[config.mk]
export PLATFORM = sky130hd
export DESIGN_NAME = ibus_wb_if
export DESIGN_NICKNAME = d
export VERILOG_FILES = /design/src/rtl/ibus_wb_if.sv
export SDC_FILE = /design/constraint.sdc
export NUM_CORES = 1
export LEC_CHECK = 0
export BUFFER_PORTS_ARGS = -buffer_cell sky130_fd_sc_hd__buf_2
export CAP_MARGIN = 40
export CORE_ASPECT_RATIO = 1.4
export CORE_MARGIN = 1.5
export CORE_UTILIZATION = 49
export CTS_BUF_LIST = sky130_fd_sc_hd__clkbuf_4 sky130_fd_sc_hd__clkbuf_8 sky130_fd_sc_hd__clkbuf_16
export DETAILED_ROUTE_END_ITERATION = 10
export PLACE_DENSITY = 0.87
export RECOVER_POWER = 50
export SLEW_MARGIN = 25
export SYNTH_ARGS = -nofsm -noshare
export SYNTH_HDL_FRONTEND = slang
export SYNTH_SLANG_ARGS = --single-unit
[constraint.sdc]
create_clock -name clk -period 2.4 [get_ports clk]
set_input_delay 0.24 -clock clk [delete_from_list [all_inputs] [get_ports clk]]
set_output_delay 0.24 -clock clk [all_outputs]
set_load 0.05 [all_outputs]
[src/rtl/ibus_wb_if.sv]
// Purpose : instruction-fetch bridge from the openmips ROM port to a Wishbone B4 classic read master.
// Latency : N+2 cycles per fetch for N slave wait states; the word is presented combinationally in the ack cycle.
// Backpres: stallreq_o holds the pipeline while a fetch is outstanding; a word that lands during an external stall is parked in rd_buf.
//
// Ports:
//   clk, rst          core clock, synchronous active-high reset
//   cpu_ce_i/addr_i   fetch request from core rom_ce_o / rom_addr_o
//   cpu_data_o        fetched instruction to core rom_data_i (0 when nothing valid)
//   stall_i, flush_i  pipeline stall vector and fetch discard from ctrl
//   stallreq_o        stall request to ctrl while waiting on the bus
//   err_o             one-cycle pulse after a fetch timeout
//   wb_*              Wishbone B4 classic master (read only)

module ibus_wb_if #(
    parameter int unsigned TIMEOUT = 255   // BUSY cycles before abort; 0 disables
) (
    input  logic        clk,
    input  logic        rst,
    input  logic        cpu_ce_i,
    input  logic [31:0] cpu_addr_i,
    output logic [31:0] cpu_data_o,
    input  logic [5:0]  stall_i,
    input  logic        flush_i,
    output logic        stallreq_o,
    output logic        err_o,
    output logic [31:0] wb_adr_o,
    input  logic [31:0] wb_dat_i,
    input  logic        wb_ack_i,
    output logic        wb_cyc_o,
    output logic        wb_stb_o,
    output logic [3:0]  wb_sel_o,
    output logic        wb_we_o
);

    typedef enum logic [1:0] {
        ST_IDLE       = 2'd0,
        ST_BUSY       = 2'd1,
        ST_WAIT_STALL = 2'd2
    } state_t;

    // Timeout fires on the last permitted BUSY cycle, i.e. when tcnt reaches TIMEOUT-1.
    localparam bit          LP_TO_EN = (TIMEOUT != 0);
    localparam logic [15:0] LP_TLAST = (TIMEOUT == 0) ? 16'd0 : 16'(TIMEOUT - 1);

    state_t      r_state;
    logic        r_cyc;
    logic [3:0]  r_sel;
    logic [31:0] r_adr;
    logic [31:0] r_rd_buf;
    logic [15:0] r_tcnt;
    logic        r_err;

    state_t      w_state_nxt;
    logic        w_cyc_nxt;
    logic [3:0]  w_sel_nxt;
    logic [31:0] w_adr_nxt;
    logic [31:0] w_rd_buf_nxt;
    logic [15:0] w_tcnt_nxt;
    logic        w_err_nxt;
    logic        w_stallreq;
    logic [31:0] w_cpu_data;
    logic        w_timeout;
    logic        w_start;

    assign w_timeout = LP_TO_EN && (r_tcnt == LP_TLAST);
    assign w_start   = cpu_ce_i & ~flush_i;

    always_ff @(posedge clk) begin
        if (rst) begin
            r_state  <= ST_IDLE;
            r_cyc    <= 1'b0;
            r_sel    <= 4'h0;
            r_adr    <= 32'h0;
            r_rd_buf <= 32'h0;
            r_tcnt   <= 16'h0;
            r_err    <= 1'b0;
        end else begin
            r_state  <= w_state_nxt;
            r_cyc    <= w_cyc_nxt;
            r_sel    <= w_sel_nxt;
            r_adr    <= w_adr_nxt;
            r_rd_buf <= w_rd_buf_nxt;
            r_tcnt   <= w_tcnt_nxt;
            r_err    <= w_err_nxt;
        end
    end

    always_comb begin
        w_state_nxt  = r_state;
        w_cyc_nxt    = r_cyc;
        w_sel_nxt    = r_sel;
        w_adr_nxt    = r_adr;          // address held for the whole bus cycle and beyond
        w_rd_buf_nxt = r_rd_buf;
        w_tcnt_nxt   = r_tcnt;
        w_err_nxt    = 1'b0;
        w_stallreq   = 1'b0;
        w_cpu_data   = 32'h0;

        unique case (r_state)
            ST_IDLE: begin
                // Stall is raised combinationally so the core freezes in the request cycle itself.
                w_stallreq = w_start;
                if (w_start) begin
                    w_cyc_nxt   = 1'b1;
                    w_sel_nxt   = 4'hF;
                    w_adr_nxt   = cpu_addr_i;
                    w_tcnt_nxt  = 16'h0;
                    w_state_nxt = ST_BUSY;
                end
            end

            ST_BUSY: begin
                if (flush_i) begin
                    // Abandon the cycle; any later ack lands outside BUSY and is ignored.
                    w_cyc_nxt   = 1'b0;
                    w_sel_nxt   = 4'h0;
                    w_state_nxt = ST_IDLE;
                end else if (wb_ack_i) begin
                    w_cyc_nxt    = 1'b0;
                    w_sel_nxt    = 4'h0;
                    w_rd_buf_nxt = wb_dat_i;
                    w_cpu_data   = wb_dat_i;
                    w_state_nxt  = (stall_i == 6'd0) ? ST_IDLE : ST_WAIT_STALL;
                end else if (w_timeout) begin
                    // Release the pipeline with a zero word (NOP) and flag the error next cycle.
                    w_cyc_nxt   = 1'b0;
                    w_sel_nxt   = 4'h0;
                    w_err_nxt   = 1'b1;
                    w_state_nxt = ST_IDLE;
                end else begin
                    w_stallreq = 1'b1;
                    w_tcnt_nxt = r_tcnt + 16'd1;
                end
            end

            ST_WAIT_STALL: begin
                // Pipeline is frozen by someone else: keep replaying the captured word.
                w_cpu_data = r_rd_buf;
                if ((stall_i == 6'd0) || flush_i) begin
                    w_state_nxt = ST_IDLE;
                end
            end

            default: begin
                w_state_nxt = ST_IDLE;
                w_cyc_nxt   = 1'b0;
                w_sel_nxt   = 4'h0;
            end
        endcase
    end

    assign cpu_data_o = w_cpu_data;
    assign stallreq_o = w_stallreq;
    assign err_o      = r_err;
    assign wb_adr_o   = r_adr;
    assign wb_cyc_o   = r_cyc;
    assign wb_stb_o   = r_cyc;
    assign wb_sel_o   = r_sel;
    assign wb_we_o    = 1'b0;

endmodule

==> flow_summary.json, run 1 <==
{
  "layout.filler_cells": 673,
  "drc": 0,
  "required_ns": 2.66,
  "route.vias.total": 4079,
  "power_density_mw_per_mm2": 605,
  "grt_setup_unrepaired": "no",
  "finalWorstPathRequiredPeriod_ns": 2.33,
  "die_width_um": 77.7,
  "synth_seq_cells": 84,
  "clkSlewWorstSetupHoldPaths_ns": 0.08,
  "top_level_ports": 148,
  "cts_inserted_buffers": 9,
  "cp.buffers_inverters": 1,
  "numClockSinks": 84,
  "placeableCoreArea_mm2": 0.00765,
  "total_leakage_power_nw": 1.80,
  "numPlacedInstances": 726,
  "drv.max_cap_violation_count": 0,
  "synth_cell_types": 44,
  "achievable-frequency_mhz": 428,
  "crit_type": "flip-flop to flip-flop",
  "portBuffers": 146,
  "slew_viol_final": 0,
  "hold-path-endpoint": "wb_adr_o[31]",
  "slew-limit-headroom_pct": 32.3,
  "yosys_warning_count": 0,
  "startpoint_type": "flip-flop",
  "drt.antenna.violating_nets": 0,
  "via_count_of_the_first_global_routing_pass": 3711,
  "synth_sequential_area_ratio_pct": 43.9,
  "drive_above_1_share_pct": 23.2,
  "postSynthAreaPerCell_um2": 7.57,
  "placement_rows": 38,
  "hold_class": "primary input to flip-flop",
  "grt_start_max_net_pins": 34,
  "synth_top_cells_by_count": "nand2_1 (170), dfxtp_1 (84), a21oi_1 (73), clkbuf_1 (33), a21boi_0 (32)",
  "globalRouteOverflowTotal": 0,
  "timing_hold_violations_final": 0,
  "clock_latency_ns": 0.36,
  "initial_core_util_pct": 50.0,
  "detail_route.iter0.violations": 175,
  "met1Wirelength_um": 4000,
  "vdd.ir_drop.worst_mv": 0.517,
  "cts_buffer_depth": 2,
  "routed_via_density": 5.49,
  "detail_route.first_pass.iterations": 6,
  "dieHeight_um": 108,
  "netlist_area_mm2": 0.00383,
  "hold_path.startpoint": "cpu_addr_i[31]",
  "synth.most_common_cell": "nand2_1",
  "rrSetupSlack_ns": 0.07,
  "cts.root.buffer_cell": "clkbuf_8",
  "timing.critical_path.max_delay_family": "simple AND/OR/NAND/NOR gates",
  "grt_pass1_wl_um": 16600,
  "synth.top_cell.area_share_pct": 43.9,
  "stdcell_count": 743,
  "hold_path_depth": 3,
  "avgRoutedWirePerCell_um": 14.3,
  "route.top_layer_used": "met4",
  "cts_tree": "built",
  "met3_length_um": 491,
  "final_setup_fails": 0,
  "n_diodes": 0,
  "outcome": "finished clean",
  "synth_top_flop_cell": "dfxtp_1",
  "synth_top_area_cell": "dfxtp_1",
  "fin_setup_tns_ns": 0,
  "antenna_found_initial": 0,
  "fin_hold_ws_ns": 0.106,
  "routabilityCongestion": 0.889,
  "cp-end-kind": "flip-flop",
  "worst_slew_pin_slew_ns": 1.01,
  "place_hpwl_um": 7620,
  "async_flop_share_pct": 0,
  "area_delta_synth_final_pct": 26.4,
  "nets": 718,
  "reg2reg_depth": 7,
  "fin_worst_skew_ns": 0.0115,
  "regToRegStartpoint": "r_tcnt[0]",
  "largest_cells_by_area_after_synthesis": "dfxtp_1 (44%), nand2_1 (17%), a21oi_1 (9.5%)",
  "grtUsageTotal_pct": 25.1,
  "syn-instance-count": 506,
  "cp_cell_sequence": "inv_1 -> ha_1 -> or4b_4 -> or4_4 -> a21oi_2 -> o21ai_0 -> o41ai_1",
  "critical-path-max-stage-delay_ns": 0.63,
  "worst-endpoint-arrival_ns": 2.60,
  "number_of_enable_flip_flop_cells_after_synthesis": 0,
  "area_of_the_die_mm2": 0.00837,
  "finalCritPeriodShare_pct": 97.3,
  "worst_r2r_endpoint": "r_tcnt[12]",
  "crit_slowest_cell": "or4_4",
  "power.total_w": 0.00293,
  "met2_length_um": 5730,
  "drt-total-wl_um": 10600,
  "crit_path_max_fanout": 8,
  "syn_nets": 586,
  "cts.htree.levels": 3
}
==> state kept, by name, summed over array words and instances (netlist names) <==
signal    cells
r_rd_buf     32
r_tcnt       16
err_o         1
wb_adr_o     32
r_state       2
wb_sel_o      1
==> how the worst max path moves through the flow <==
stage               start             end  slack [ns]  depth (start not counted)
2_1_floorplan  r_state[1]  cpu_data_o[14]        0.07                          6
3_3_place_gp    r_tcnt[0]       r_tcnt[8]        0.14                          7
3_5_place_dp    r_tcnt[0]      r_tcnt[12]        0.10                          7
4_1_cts         r_tcnt[0]      stallreq_o       0.003                          7
5_1_grt         r_tcnt[0]      r_tcnt[11]        0.01                          7
6_report        r_tcnt[0]      r_tcnt[12]        0.07                          7
==> final cells by class <==
class | count | area (um^2) | share of cell area, %
Multi-Input combinational cell | 375 | 1970 | 40.8
Sequential cell | 84 | 1680 | 34.7
Timing Repair Buffer | 161 | 828 | 17.1
Clock buffer | 13 | 160 | 3.31
Tap cell | 100 | 125 | 2.58
Clock inverter | 3 | 46.3 | 0.956
Inverter | 7 | 26.3 | 0.542
==> logic make-up after synthesis <==
family,Yosys count,synth area share (%)
AND/OR/NAND/NOR,225,25.4
AO/OA/AOI/OAI,144,23.6
other,1,0.0979
buffers and inverters,47,5.39
adder cells (fa/ha/maj),5,1.63
flip-flops,84,43.9
==> where the power goes <==
group,switching (W),total (W),internal (W)
Sequential,0.0000242,0.00146,0.00143
Combinational,0.000302,0.000431,0.000129
Clock,0.000494,0.00104,0.000547
Total,0.000821,0.00293,0.00211
==> worst register-to-register path, stage by stage, from the launching register on <==
cell and delay (ns):
dfxtp_2 0.35, inv_1 0.06, ha_1 0.14, or4b_4 0.48, or4_4 0.63, a21oi_2 0.33, o21ai_0 0.16, o41ai_1 0.08
==> placed cells by master (no fill, tap or decap), types with 4 or more instances in the layout <==
cell,instances
a21boi_1,30
a21oi_1,73
a311oi_1,6
buf_2,91
buf_4,26
clkbuf_1,40
clkbuf_4,6
clkbuf_8,10
dfxtp_1,83
ha_1,4
inv_1,7
nand2_1,170
nand3_1,7
nand3b_1,4
nand4_1,5
nor2_1,14
nor3_1,5
o21ai_0,12
o31ai_1,5
o41ai_1,4
==> routing by layer <==
layer	vias up	global-route usage (%)
li1	1976	-
met1	1922	27.4
met2	145	43.6
met3	36	4.58
met4	0	17.4
met5	-	0
==> timing repair <==
item,4_1_cts,5_1_grt
pin swaps,0,1
buffers inserted,1,0
hold buffers,0,0
setup endpoints to repair,27,38
gates resized for setup,16,8
==> stage by stage <==
stage	utilization [%]	setup WS [ns]	area, um^2
floorplan	-	0.0659	3830
global placement	60.4	0.140	4620
detailed placement	60.4	0.101	4620
CTS	63.8	0.00348	4880
global route	63.3	0.0106	4840
finish	63.3	0.0652	4840
Note: power is estimated with default switching activity, not from simulation.
==> run 2: changes to the inputs <==
--- a/config.mk
+++ b/config.mk
@@ -7,7 +7,6 @@
 export LEC_CHECK = 0
 export BUFFER_PORTS_ARGS = -buffer_cell sky130_fd_sc_hd__buf_2
 export CAP_MARGIN = 40
-export CORE_ASPECT_RATIO = 1.4
 export CORE_MARGIN = 1.5
 export CORE_UTILIZATION = 49
 export CTS_BUF_LIST = sky130_fd_sc_hd__clkbuf_4 sky130_fd_sc_hd__clkbuf_8 sky130_fd_sc_hd__clkbuf_16
==> constraint.sdc (replaced) <==
create_clock -name clk -period 2.52 [get_ports clk]
set_input_delay 0.252 -clock clk [delete_from_list [all_inputs] [get_ports clk]]
set_output_delay 0.252 -clock clk [all_outputs]
set_load 0.05 [all_outputs]
==> run 2 against run 1 <==
  * Clock skew fell by 0.0014 ns
  * Setup slack better by 0.0089 ns
  * Non-clock buffer count down 4
  * Clock power about the same
  * Hold slack improved by 0.023 ns
  * Flip-flop and latch count is the same
  * Largest cell class unchanged
==> flow_summary.json, run 2 (same netlist as run 1, synthesis figures left out) <==
{
  "outcome": "finished clean",
  "timing_hold_violations_final": 0,
  "utilization_pct": 62.7,
  "regToRegStartpoint": "r_tcnt[0]",
  "multiInputGateArea_mm2": 0.00197,
  "cts.htree.levels": 3,
  "numClockSinks": 84,
  "final_common_cell": "nand2_1",
  "crit_path_max_fanout": 6,
  "antenna_found_initial": 0,
  "finalWorstPathRequiredPeriod_ns": 2.45,
  "cp-end-kind": "primary output",
  "avgRoutedWirePerCell_um": 13.9,
  "die_width_um": 91.4,
  "layout.filler_cells": 688,
  "startpoint_type": "flip-flop",
  "nets": 714,
  "worst_slew_pin_slew_ns": 1.10,
  "total_leakage_power_nw": 1.79,
  "hold_class": "primary input to flip-flop",
  "place_hpwl_um": 7120,
  "setup_crit_start": "r_tcnt[0]",
  "detail_route.iter0.violations": 268,
  "route.vias.total": 4067,
  "cts_buffer_depth": 2,
  "fin_setup_tns_ns": 0,
  "placement_rows": 32,
  "vdd.ir_drop.worst_mv": 0.380,
  "hold_path.startpoint": "cpu_addr_i[11]",
  "worst-endpoint-arrival_ns": 2.19,
  "most-common-layout-cells": "nand2_1 (170), buf_2 (106), dfxtp_1 (82)",
  "cts_tree": "built",
  "dieHeight_um": 91.4,
  "grt_setup_unrepaired": "no",
  "fin_worst_skew_ns": 0.0102,
  "grt_start_max_net_pins": 34,
  "drt-total-wl_um": 10300,
  "slew_viol_final": 0,
  "drive_above_1_share_pct": 22.5,
  "cts_inserted_buffers": 9,
  "grt_pass1_wl_um": 16400,
  "drt.antenna.violating_nets": 0,
  "top_level_ports": 148,
  "routed_via_density": 5.49,
  "finalCritPeriodShare_pct": 97.1,
  "detail_route.first_pass.iterations": 5,
  "clock_latency_ns": 0.35,
  "drv.max_cap_violation_count": 0,
  "power_density_mw_per_mm2": 589,
  "placeableCoreArea_mm2": 0.00765,
  "crit_type": "flip-flop to primary output",
  "required_ns": 2.27,
  "cts.root.buffer_cell": "clkbuf_8",
  "slew-limit-headroom_pct": 26.6,
  "achievable-frequency_mhz": 409,
  "register_area_mm2": 0.00168,
  "portBuffers": 146,
  "area_delta_synth_final_pct": 25.2,
  "initial_core_util_pct": 50.1,
  "final_setup_fails": 0,
  "globalRouteOverflowTotal": 0,
  "routabilityCongestion": 0.930,
  "grtUsageTotal_pct": 24.2,
  "clkSlewWorstSetupHoldPaths_ns": 0.09,
  "area_of_the_die_mm2": 0.00836,
  "via_count_of_the_first_global_routing_pass": 3662,
  "drc": 0,
  "n_diodes": 0
}
run 2: final cells by class:
class	count	share of cell area (%)
clock inverters	5	1.38
multi-input cells	375	41.0
clock buffers	11	3.16
flip-flops and latches	84	35.1
well taps	102	2.66
repair buffers	157	16.1
inverters	7	0.548
run 2: final timing paths:
check | slack [ns] | end | depth (start not counted)
worst min-delay path | 0.13 | wb_adr_o[11] | 3
worst max-delay path | 0.07 | stallreq_o | 7
worst max register to register | 0.20 | r_state[1] | 7
worst min register to register | 0.46 | wb_adr_o[29] | 2
run 2: metrics by stage:
| step | std cells | setup WS, ns | hold WS, ns | area, um^2 | total power [W] |
|---|---|---|---|---|---|
| final | 741 | 0.0741 | 0.129 | 4800 | 0.00283 |
| after global routing | 741 | 0.00570 | 0.119 | 4800 | 0.00293 |
| after global placement | 724 | 0.287 | 0.439 | 4600 | 0.00182 |
| after CTS | 740 | 0.0219 | 0.117 | 4820 | 0.00285 |
| after detailed placement | 724 | 0.228 | 0.444 | 4600 | 0.00183 |
| after floorplan | 506 | 0.174 | 0.388 | 3830 | 0.00170 |
run 2: critical path: stages, from the launching register on:
cell	delay (ns)
dfxtp_2	0.35
inv_1	0.06
ha_1	0.12
or4b_4	0.49
o41ai_4	0.39
buf_4	0.18
nand2_1	0.05
buf_4	0.20
run 2: what timing repair did:
action                     in CTS  in global routing
gates cloned                    0                  0
buffers inserted                0                  1
resized for setup               1                  6
setup endpoints to repair       1                  1
hold buffers                    0                  0
run 2: power by group:
part | total [W] | internal [W] | switching [W] | leakage, nW
sequential | 0.00139 | 0.00136 | 0.0000213 | 0.682
clock | 0.00103 | 0.000525 | 0.000508 | 0.108
combinational | 0.000409 | 0.000120 | 0.000289 | 0.999
run 2: layer usage:
layer,up-vias,GRT usage (%),wire length [um]
li1,1975,-,-
met1,1885,28.6,4190
met2,186,41.7,5030
met3,21,6.45,851
met4,0,8.98,194
met5,-,0,0
==> run 3: changes to the inputs <==
--- a/config.mk
+++ b/config.mk
@@ -5,7 +5,7 @@
 export SDC_FILE = /design/constraint.sdc
 export NUM_CORES = 1
 export LEC_CHECK = 0
-export BUFFER_PORTS_ARGS = -buffer_cell sky130_fd_sc_hd__buf_2
+export BUFFER_PORTS_ARGS = -buffer_cell sky130_fd_sc_hd__clkbuf_2
 export CAP_MARGIN = 40
 export CORE_MARGIN = 1.5
 export CORE_UTILIZATION = 49
@@ -13,7 +13,7 @@
 export DETAILED_ROUTE_END_ITERATION = 10
 export PLACE_DENSITY = 0.87
 export RECOVER_POWER = 50
-export SLEW_MARGIN = 25
+export SLEW_MARGIN = 10
 export SYNTH_ARGS = -nofsm -noshare
 export SYNTH_HDL_FRONTEND = slang
 export SYNTH_SLANG_ARGS = --single-unit
==> run 3 against run 2 <==
  * Clock power is essentially flat
  * Final area shrank 0.37%
  * Via count shrank 0.81%
  * Die area is the same
  * Flip-flop and latch count is the same
  * Utilization shrank 0.23 points
  * Largest power group unchanged
  * Critical path type unchanged
  * Fmax grew 0.24%
  * Clock-buffer cell count grew 1
==> flow_summary.json, run 3 (same netlist as run 1, synthesis figures left out) <==
{
  "outcome": "finished clean",
  "power_density_mw_per_mm2": 595,
  "die_width_um": 91.4,
  "utilization_pct": 62.5,
  "cts.htree.levels": 3,
  "grt_start_max_net_pins": 44,
  "via_count_of_the_first_global_routing_pass": 3915,
  "dp_worst_setup_slack_ns": 0.242,
  "achievable-frequency_mhz": 410,
  "timing_hold_violations_final": 0,
  "cp_cell_sequence": "ha_1 -> or4b_4 -> o41ai_2 -> buf_4 -> nand2_1 -> clkbuf_4",
  "routabilityCongestion": 0.927,
  "hold-path-endpoint": "wb_adr_o[8]",
  "multiInputGateArea_mm2": 0.00195,
  "register_area_mm2": 0.00168,
  "startpoint_type": "flip-flop",
  "reg2reg_depth": 6,
  "crit_slowest_cell": "or4b_4",
  "drive_above_1_share_pct": 22.2,
  "routed_via_density": 5.44,
  "dieHeight_um": 91.4,
  "clock_latency_ns": 0.36,
  "regToRegStartpoint": "r_tcnt[1]",
  "numClockSinks": 84,
  "worst_slew_pin_slew_ns": 1.07,
  "cp.buffers_inverters": 2,
  "finalCritPeriodShare_pct": 96.8,
  "antenna_found_initial": 0,
  "most-common-layout-cells": "nand2_1 (170), clkbuf_2 (107), dfxtp_1 (84)",
  "worst-endpoint-arrival_ns": 2.19,
  "area_delta_synth_final_pct": 24.8,
  "nets": 714,
  "sequentialPowerShare_pct": 48.7,
  "slew_viol_final": 0,
  "vdd.ir_drop.worst_mv": 0.473,
  "clkSlewWorstSetupHoldPaths_ns": 0.08,
  "portBuffers": 146,
  "drv.max_cap_violation_count": 0,
  "rrSetupSlack_ns": 0.17,
  "layout.filler_cells": 706,
  "hold_class": "primary input to flip-flop",
  "internal_power_w": 0.00208,
  "grt_setup_unrepaired": "no",
  "setup_slack_ns": 0.0800,
  "initial_core_util_pct": 50.1,
  "clkPwrFrac_pct": 37.1,
  "detail_route.iter0.violations": 208,
  "place_hpwl_um": 7170,
  "worst_r2r_endpoint": "r_tcnt[14]",
  "final_common_cell": "nand2_1",
  "cts.root.buffer_cell": "clkbuf_8",
  "fin_setup_tns_ns": 0,
  "n_diodes": 0,
  "finalWorstPathRequiredPeriod_ns": 2.44,
  "slew-limit-headroom_pct": 28.6,
  "grtUsageTotal_pct": 24.2,
  "met2_usage_pct": 41.7,
  "hold_path.startpoint": "cpu_addr_i[8]",
  "placeableCoreArea_mm2": 0.00765,
  "comb_power_share_pct": 14.2,
  "cts_inserted_buffers": 9,
  "cts_tree": "built",
  "globalRouteOverflowTotal": 0,
  "drc": 0,
  "swShare_pct": 27.0,
  "drt-total-wl_um": 9810,
  "gr-usage-met3_pct": 7.54,
  "top_level_ports": 148,
  "grt_most_used_layer": "met2",
  "area_of_the_die_mm2": 0.00836,
  "hold_path_depth": 3,
  "crit_type": "flip-flop to primary output",
  "crit_path_max_fanout": 5,
  "total_leakage_power_nw": 1.77,
  "cp-end-kind": "primary output",
  "required_ns": 2.27,
  "placement_rows": 32,
  "drt.antenna.violating_nets": 0,
  "critical-path-max-stage-delay_ns": 0.48,
  "switching_power_w": 0.000767,
  "avgRoutedWirePerCell_um": 13.2,
  "fin_worst_skew_ns": 0.0126,
  "detail_route.first_pass.iterations": 5,
  "route.vias.total": 4034,
  "timing.critical_path.max_delay_family": "simple AND/OR/NAND/NOR gates",
  "gr_util_met1_pct": 27.8,
  "final_setup_fails": 0,
  "cts_buffer_depth": 2,
  "grt_pass1_wl_um": 16600
}
run 3: cell count changes in the layout (fill, tap and decap cells not counted), sizes merged:
cell      delta
inv          -2
buf        -107
bufinv       +1
clkinvlp     -1
clkbuf     +108
clkinv       +1
run 3: metrics by stage:
step / total power, W / instance area (um^2) / hold WS, ns / instances
after global placement: 0.00182 / 4600 / 0.442 / 724
after floorplan: 0.00170 / 3830 / 0.388 / 506
final: 0.00284 / 4780 / 0.109 / 741
after CTS: 0.00288 / 4820 / 0.100 / 740
after global routing: 0.00296 / 4780 / 0.101 / 741
after detailed placement: 0.00183 / 4600 / 0.447 / 724
run 3: repair_timing:
action                     4_1_cts  5_1_grt
hold buffers                     0        0
setup endpoints to repair        0        1
setup buffers                    0        1
resized for setup                0        3
run 3: per-layer routing:
metal / vias to the layer above / wire length [um] / share of wire, %
met5: - / 0 / 0
met4: 0 / 197 / 2.0
met3: 18 / 728 / 7.4
met2: 157 / 4780 / 49
met1: 1889 / 4110 / 42
li1: 1970 / - / -
run 3: power by group through the flow:
stage	clock network [W]	registers (W)	logic [W]
6_report	0.00105	0.00139	0.000404
5_1_grt	0.00113	0.00139	0.000438
4_1_cts	0.00108	0.00139	0.000411
3_5_place_dp	0	0.00142	0.000410
3_3_place_gp	0	0.00141	0.000403
2_1_floorplan	0	0.00151	0.000195
run 3: worst max-delay path by stage:
stage	from	to	slack, ns	cells after the start
finish	r_tcnt[1]	stallreq_o	0.08	6
global route	r_state[0]	cpu_data_o[7]	0.01	6
CTS	r_tcnt[1]	stallreq_o	0.009	6
detailed placement	r_tcnt[1]	r_tcnt[14]	0.24	6
global placement	r_tcnt[0]	r_tcnt[14]	0.29	7
floorplan	r_state[1]	cpu_data_o[14]	0.17	6
run 3: worst register-to-register path, stage by stage (launching register included):
cell,delay [ns]
dfxtp_1,0.41
ha_1,0.16
or4b_4,0.48
or4_4,0.63
a21oi_2,0.33
o21ai_0,0.16
o41ai_1,0.07
run 3: layout make-up:
type / instances / area share, %
clock inverter: 4 / 1.54
clock buffer: 12 / 3.06
sequential: 84 / 35.2
inverter: 7 / 0.550
multi-input combinational: 375 / 40.8
timing repair buffer: 157 / 16.2
tap: 102 / 2.67
